## src/rtl/rv32_mon_pkg.sv

```systemverilog
// Shared types for the RV32 commit monitor: FSM states and the trace entry layout.
package rv32_mon_pkg;
  localparam int XLEN = 32;

  typedef enum logic [1:0] {
    IDLE = 2'd0,
    RUN  = 2'd1,
    STOP = 2'd2
  } mon_state_e;

  typedef struct packed {
    logic [XLEN-1:0] pc;
    logic [4:0]      rd;
    logic [XLEN-1:0] data;
  } trace_entry_t;
endpackage

```

## src/rtl/rv32_trace_fifo.sv

```systemverilog
// Show-ahead synchronous FIFO: the head entry is presented whenever valid is high,
// and a push into a full FIFO is accepted only if a pop happens on the same edge.
module rv32_trace_fifo
  import rv32_mon_pkg::*;
#(
  parameter int  DEPTH   = 16,
  parameter type entry_t = trace_entry_t
) (
  input  logic                     clk,
  input  logic                     rst,
  input  logic                     push,
  input  entry_t                   din,
  input  logic                     pop,
  output entry_t                   dout,
  output logic                     valid,
  output logic                     full,
  output logic [$clog2(DEPTH):0]   count
);
  localparam int AW = $clog2(DEPTH);
  localparam logic [AW:0] FULL_CNT = (AW+1)'(DEPTH);

  entry_t          mem_q [DEPTH];
  logic [AW-1:0]   wr_ptr_q, wr_ptr_d;
  logic [AW-1:0]   rd_ptr_q, rd_ptr_d;
  logic [AW:0]     count_q, count_d;
  logic            do_push, do_pop;

  always_comb begin
    do_pop   = pop && (count_q != '0);
    do_push  = push && ((count_q != FULL_CNT) || do_pop);
    wr_ptr_d = do_push ? wr_ptr_q + AW'(1) : wr_ptr_q;
    rd_ptr_d = do_pop  ? rd_ptr_q + AW'(1) : rd_ptr_q;
    count_d  = count_q + (AW+1)'(do_push) - (AW+1)'(do_pop);
  end

  always_ff @(posedge clk or posedge rst) begin
    if (rst) begin
      wr_ptr_q <= '0;
      rd_ptr_q <= '0;
      count_q  <= '0;
    end else begin
      wr_ptr_q <= wr_ptr_d;
      rd_ptr_q <= rd_ptr_d;
      count_q  <= count_d;
    end
  end

  // Storage carries no reset; the count alone decides what is valid.
  always_ff @(posedge clk) begin
    if (do_push) mem_q[wr_ptr_q] <= din;
  end

  assign valid = (count_q != '0);
  assign full  = (count_q == FULL_CNT);
  assign count = count_q;
  assign dout  = valid ? mem_q[rd_ptr_q] : '0;
endmodule

```

## src/rtl/rv32_commit_monitor.sv

```systemverilog
// Watches the core's write-back stream, logs register writes into a trace FIFO
// and declares end of program on a PC self-loop or a cycle timeout.
module rv32_commit_monitor
  import rv32_mon_pkg::*;
#(
  parameter int DEPTH    = 16,
  parameter int HALT_CYC = 4,
  parameter int MAX_CYC  = 100000,
  parameter int CNT_W    = 32
) (
  input  logic             clk,
  input  logic             rst,
  input  logic             start,
  input  logic [31:0]      cur_pcout,
  input  logic             reg_wen,
  input  logic [4:0]       rd_adr,
  input  logic [31:0]      rddata,
  output logic             trc_valid,
  input  logic             trc_ready,
  output logic [31:0]      trc_pc,
  output logic [4:0]       trc_rd,
  output logic [31:0]      trc_data,
  output logic             stop_en,
  output logic             timeout,
  output logic             ovf,
  output logic [CNT_W-1:0] cycle_cnt,
  output logic [CNT_W-1:0] retire_cnt
);
  localparam int ST_W = (HALT_CYC > 2) ? $clog2(HALT_CYC) : 1;
  localparam logic [ST_W-1:0]  HALT_STALL = ST_W'(HALT_CYC - 2);
  localparam logic             TO_EN      = (MAX_CYC != 0);
  localparam logic [CNT_W-1:0] TO_CNT     = CNT_W'(MAX_CYC - 1);

  mon_state_e       state_q, state_d;
  logic [31:0]      prev_pc_q, prev_pc_d;
  logic             prev_ok_q, prev_ok_d;
  logic [ST_W-1:0]  stall_q, stall_d;
  logic [CNT_W-1:0] cycle_q, cycle_d;
  logic [CNT_W-1:0] retire_q, retire_d;
  logic             stop_q, stop_d;
  logic             timeout_q, timeout_d;
  logic             ovf_q, ovf_d;

  logic             push_req, pop_fire, fifo_full, same_pc, halt, tmo;
  logic [$clog2(DEPTH):0] fifo_cnt_unused;
  trace_entry_t     entry_in, head;

  assign push_req = (state_q == RUN) && reg_wen && (rd_adr != 5'd0);
  assign pop_fire = trc_valid && trc_ready;
  // prev_ok_q is low on the first RUN cycle, when prev_pc has not been sampled yet.
  assign same_pc  = prev_ok_q && (cur_pcout == prev_pc_q);
  assign halt     = same_pc && (stall_q == HALT_STALL);
  assign tmo      = TO_EN && (cycle_q == TO_CNT);
  assign entry_in = '{pc: cur_pcout, rd: rd_adr, data: rddata};

  always_comb begin
    state_d   = state_q;
    prev_pc_d = prev_pc_q;
    prev_ok_d = prev_ok_q;
    stall_d   = stall_q;
    cycle_d   = cycle_q;
    retire_d  = retire_q;
    stop_d    = stop_q;
    timeout_d = timeout_q;
    ovf_d     = ovf_q;
    case (state_q)
      IDLE: begin
        if (start) begin
          state_d   = RUN;
          prev_ok_d = 1'b0;
          stall_d   = '0;
        end
      end
      RUN: begin
        if (cycle_q != '1) cycle_d = cycle_q + CNT_W'(1);
        prev_pc_d = cur_pcout;
        prev_ok_d = 1'b1;
        stall_d   = same_pc ? stall_q + ST_W'(1) : '0;
        if (push_req) begin
          if (retire_q != '1) retire_d = retire_q + CNT_W'(1);
          if (fifo_full && !pop_fire) ovf_d = 1'b1;
        end
        if (halt || tmo) begin
          state_d   = STOP;
          stop_d    = 1'b1;
          timeout_d = !halt;
        end
      end
      STOP:    state_d = STOP;
      default: state_d = IDLE;
    endcase
  end

  always_ff @(posedge clk or posedge rst) begin
    if (rst) begin
      state_q   <= IDLE;
      prev_pc_q <= '0;
      prev_ok_q <= 1'b0;
      stall_q   <= '0;
      cycle_q   <= '0;
      retire_q  <= '0;
      stop_q    <= 1'b0;
      timeout_q <= 1'b0;
      ovf_q     <= 1'b0;
    end else begin
      state_q   <= state_d;
      prev_pc_q <= prev_pc_d;
      prev_ok_q <= prev_ok_d;
      stall_q   <= stall_d;
      cycle_q   <= cycle_d;
      retire_q  <= retire_d;
      stop_q    <= stop_d;
      timeout_q <= timeout_d;
      ovf_q     <= ovf_d;
    end
  end

  rv32_trace_fifo #(
    .DEPTH   (DEPTH),
    .entry_t (trace_entry_t)
  ) u_fifo (
    .clk   (clk),
    .rst   (rst),
    .push  (push_req),
    .din   (entry_in),
    .pop   (trc_ready),
    .dout  (head),
    .valid (trc_valid),
    .full  (fifo_full),
    .count (fifo_cnt_unused)
  );

  assign trc_pc     = head.pc;
  assign trc_rd     = head.rd;
  assign trc_data   = head.data;
  assign stop_en    = stop_q;
  assign timeout    = timeout_q;
  assign ovf        = ovf_q;
  assign cycle_cnt  = cycle_q;
  assign retire_cnt = retire_q;
endmodule

```

## config.mk

```make
export PLATFORM = sky130hd
export DESIGN_NAME = rv32_commit_monitor
export DESIGN_NICKNAME = d
export VERILOG_FILES = /design/src/rtl/rv32_mon_pkg.sv /design/src/rtl/rv32_trace_fifo.sv /design/src/rtl/rv32_commit_monitor.sv
export SDC_FILE = /design/constraint.sdc
export NUM_CORES = 1
export LEC_CHECK = 0
export CAP_MARGIN = 0
export CORE_ASPECT_RATIO = 1.1
export CORE_UTILIZATION = 60
export CTS_CLUSTER_DIAMETER = 100
export CTS_CLUSTER_SIZE = 8
export DETAILED_ROUTE_END_ITERATION = 8
export PLACE_DENSITY = 0.8
export SYNTH_ARGS = -nofsm -noshare
export SYNTH_HDL_FRONTEND = slang
export SYNTH_SLANG_ARGS = --single-unit
```

## constraint.sdc

```tcl
create_clock -name clk -period 7.5 [get_ports clk]
set_input_delay 1.125 -clock clk [delete_from_list [all_inputs] [get_ports clk]]
set_output_delay 1.125 -clock clk [all_outputs]
set_load 0.005 [all_outputs]
```

==> run summary <==
htree depth = 4
die width = 270.4 um
RSZ-0062 raised after global routing = no
status = finished, final reports clean
post-synth net total = 2,221
Worst Reg-to-Reg Cells = 8
Die Span Y = 297.2 um
first-pass GRT wire length = 176.5 mm
Hold Crit Class = flip-flop to flip-flop
worst slack at placement = 2023 ps
Area growth syn-to-layout = 17.34%
Post-CTS Hold Buffers = 0
initial antenna violation count = 1
PnR worst setup slack = 1860 ps
Crit path arrival time = 4510 ps
min Tclk post-route = 5640 ps
hold path cells = 1
slowest stage delay, CP = 1180 ps
Mapped Area = 0.04754 mm^2
postcts setup bufs = 0
Critical Path Most Common Cell = mux4_2
Clock Tree Root = clkbuf_16
Clock Skew = 32.70 ps
post-cts repair resize count = 0
GRT Util Overall = 30.77%
cell total after placement = 3,319
CTS sink cnt = 1,221
# IOs = 211
Placed Area = 0.05104 mm^2
DR iter-0 viols = 3,190
Setup TNS = 0 ps
ANT nets after route = 0
global route overflow = 0
Synth top cells by count = edfxtp_1 (1,104), mux4_2 (345), dfrtp_1 (117), and2_1 (74), xnor2_1 (60)
WL final = 120.7 mm
fill count = 4,184
starting density of the core = 61.01%
buffers and inverters on the worst path = 2
Clock Latency Late Sink = 770 ps
Worst-path clk slew = 50 ps
R2R setup slack = 3490 ps
mean routed wirelength per cell = 34.05 um
Critical Path RT = 6380 ps
Via density = 6.819
largest area contributor in the netlist = edfxtp_1
slew margin rel. = 9.240%
vias in the first global route = 25,840
design area = 0.05578 mm^2
Yosys reg bits = 1,221
count of pins over their slew limit = 0
Unique masters post-synth = 43
largest net degree at the start of global routing = 92
Synth Flop Type = edfxtp_1
CP Capture Type = primary output
Detailed Routing Iterations Pass 1 = 6
row count = 107
Reg2Reg Capture Point = u_fifo.mem_q[14][31]$_DFFE_PP_
syn avg cell area = 22.32 um^2
Post-synth EDFFs = 1,104
register area share after synthesis = 75.90%
worst-path cell chain = buf_4, mux4_2, mux4_2, and2_1, clkdlybuf4s50_1
critical path startpoint category = flip-flop
Max FO, Critical Path = 52
count leader, synth = edfxtp_1
port bufs = 210
layout cell share with drive strength beyond 1 = 25.35%
Worst Hold Launch = ovf$_DFFE_PP0P_
routability cong. = 0.8322
routed vias = 24,170
Critical-path top delay cell = dfrtp_4
max cap viols = 0
clock tree buffer depth = 3
WHS Endpoint = ovf$_DFFE_PP0P_
fraction of synthesis flops using an asynchronous set or reset pin = 9.582%
largest cells by area after synthesis = edfxtp_1 (70%), mux4_2 (16%), dfrtp_1 (6.2%)
delay-heaviest family, CP = flip-flops
Core ar. = 0.07792 mm^2
worst vdd ir = 249.8 uV
power density cells = 385.9 mW/mm^2
Synth top area share = 69.74%
CTS tree = built
Pleak = 18.23 nW
non-filler instance count after layout = 3,545
die area = 0.08036 mm^2
Nets = 2,548
Final Hold Viols = 0
WS Path Type = flip-flop to primary output
upper clock frequency limit = 177.3 MHz
DP HPWL = 57.11 mm
hold_ws = 477.5 ps
synthesized netlist cell count = 2,130
worst flop-to-flop path startpoint = state_q[1]$_DFFE_PP0P_
# setup viols final = 0
Yosys Warn Count = 0
CTS Buf Count = 170
DR DRC count = 0
fin crit share = 75.19%
worst-margin pin slew = 1361 ps
logic make-up after synthesis:
family	Yosys count	share of synthesized area (%)
xor+xnor	102	1.879
buf+inv	118	1.108
flops	1221	75.90
fa+ha+maj	17	0.4633
compound gates	25	0.3632
simple gates	266	3.087
mux	381	17.20
registers in the layout (all words and copies together) (netlist names):
register,flops
retire_cnt,32
u_fifo.rd_ptr_q,4
stop_en,1
u_fifo.mem_q,1104
prev_ok_q,1
u_fifo.wr_ptr_q,4
stall_q,2
u_fifo.count,5
cycle_cnt,32
state_q,2
timeout,1
prev_pc_q,32
ovf,1
report_power, final:
part / internal [mW] / switching [mW]
clock network: 4.11 / 2.84
registers: 8.12 / 0.529
logic: 3.16 / 2.75
layout make-up:
cell class / instances / area [um^2] / share of cell area [%]
clock inverter: 15 / 296.5 / 0.5316
multi-input combinational: 791 / 11040 / 19.80
timing repair buffer: 249 / 2532 / 4.540
tap: 1035 / 1295 / 2.322
antenna: 1 / 2.502 / 0.004486
inverter: 24 / 92.59 / 0.1660
sequential: 1221 / 36090 / 64.71
clock buffer: 209 / 4422 / 7.927
layer usage:
layer,global-route usage (%),vias to the layer above,wire (um)
met2,51.59,1751,62930
met3,6.813,277,11280
met1,39.45,12710,42480
li1,-,9433,-
met4,12.29,0,4027
met5,0,-,0
cells in the final DEF (no fill, tap or decap), types with 8 or more instances in the layout:
cell,netlist,final
edfxtp_1,1104,1104
nor3_1,13,9
xor2_1,42,42
buf_4,4,28
and2_1,74,74
nand4_1,30,30
nand3_1,18,18
buf_12,0,11
mux2_2,36,36
o21ai_0,8,8
mux4_2,345,345
dfrtp_1,117,113
ha_1,16,15
clkbuf_16,0,171
xnor2_1,60,60
nor2_1,40,28
inv_1,24,23
nor4_1,10,10
nand2_1,43,43
clkbuf_1,36,38
and3_1,12,12
nor2_4,0,12
and4_1,8,8
clkdlybuf4s50_1,0,210
worst max-delay path by stage:
stage	slack (ps)	end	start	cells past startpoint
floorplan	250	u_fifo.mem_q[3][0]$_DFFE_PP_	rd_adr[3]	5
global placement	2120	u_fifo.mem_q[15][40]$_DFFE_PP_	rd_adr[0]	8
detailed placement	2020	u_fifo.mem_q[15][41]$_DFFE_PP_	rd_adr[3]	8
CTS	1780	trc_pc[22]	u_fifo.rd_ptr_q[0]$_DFFE_PP0P_	5
global route	1630	trc_pc[22]	u_fifo.rd_ptr_q[0]$_DFFE_PP0P_	5
finish	1860	trc_pc[22]	u_fifo.rd_ptr_q[0]$_DFFE_PP0P_	5
worst register-to-register path: cells and delay by family (launching register included):
family	cells	cell delay (ps)
adder cells (fa/ha/maj)	1	270
AO/OA/AOI/OAI	1	120
AND/OR/NAND/NOR	3	1580
flip-flops	1	370
buffers and inverters	3	1240
metrics by stage:
step	util [%]	power [mW]
after global placement	65.50	14.29
after floorplan	-	12.18
final	71.59	21.52
after CTS	71.56	21.61
after detailed placement	65.50	14.45
after global routing	71.59	22.15
No activity file was read; power rests on OpenSTA's default activity.
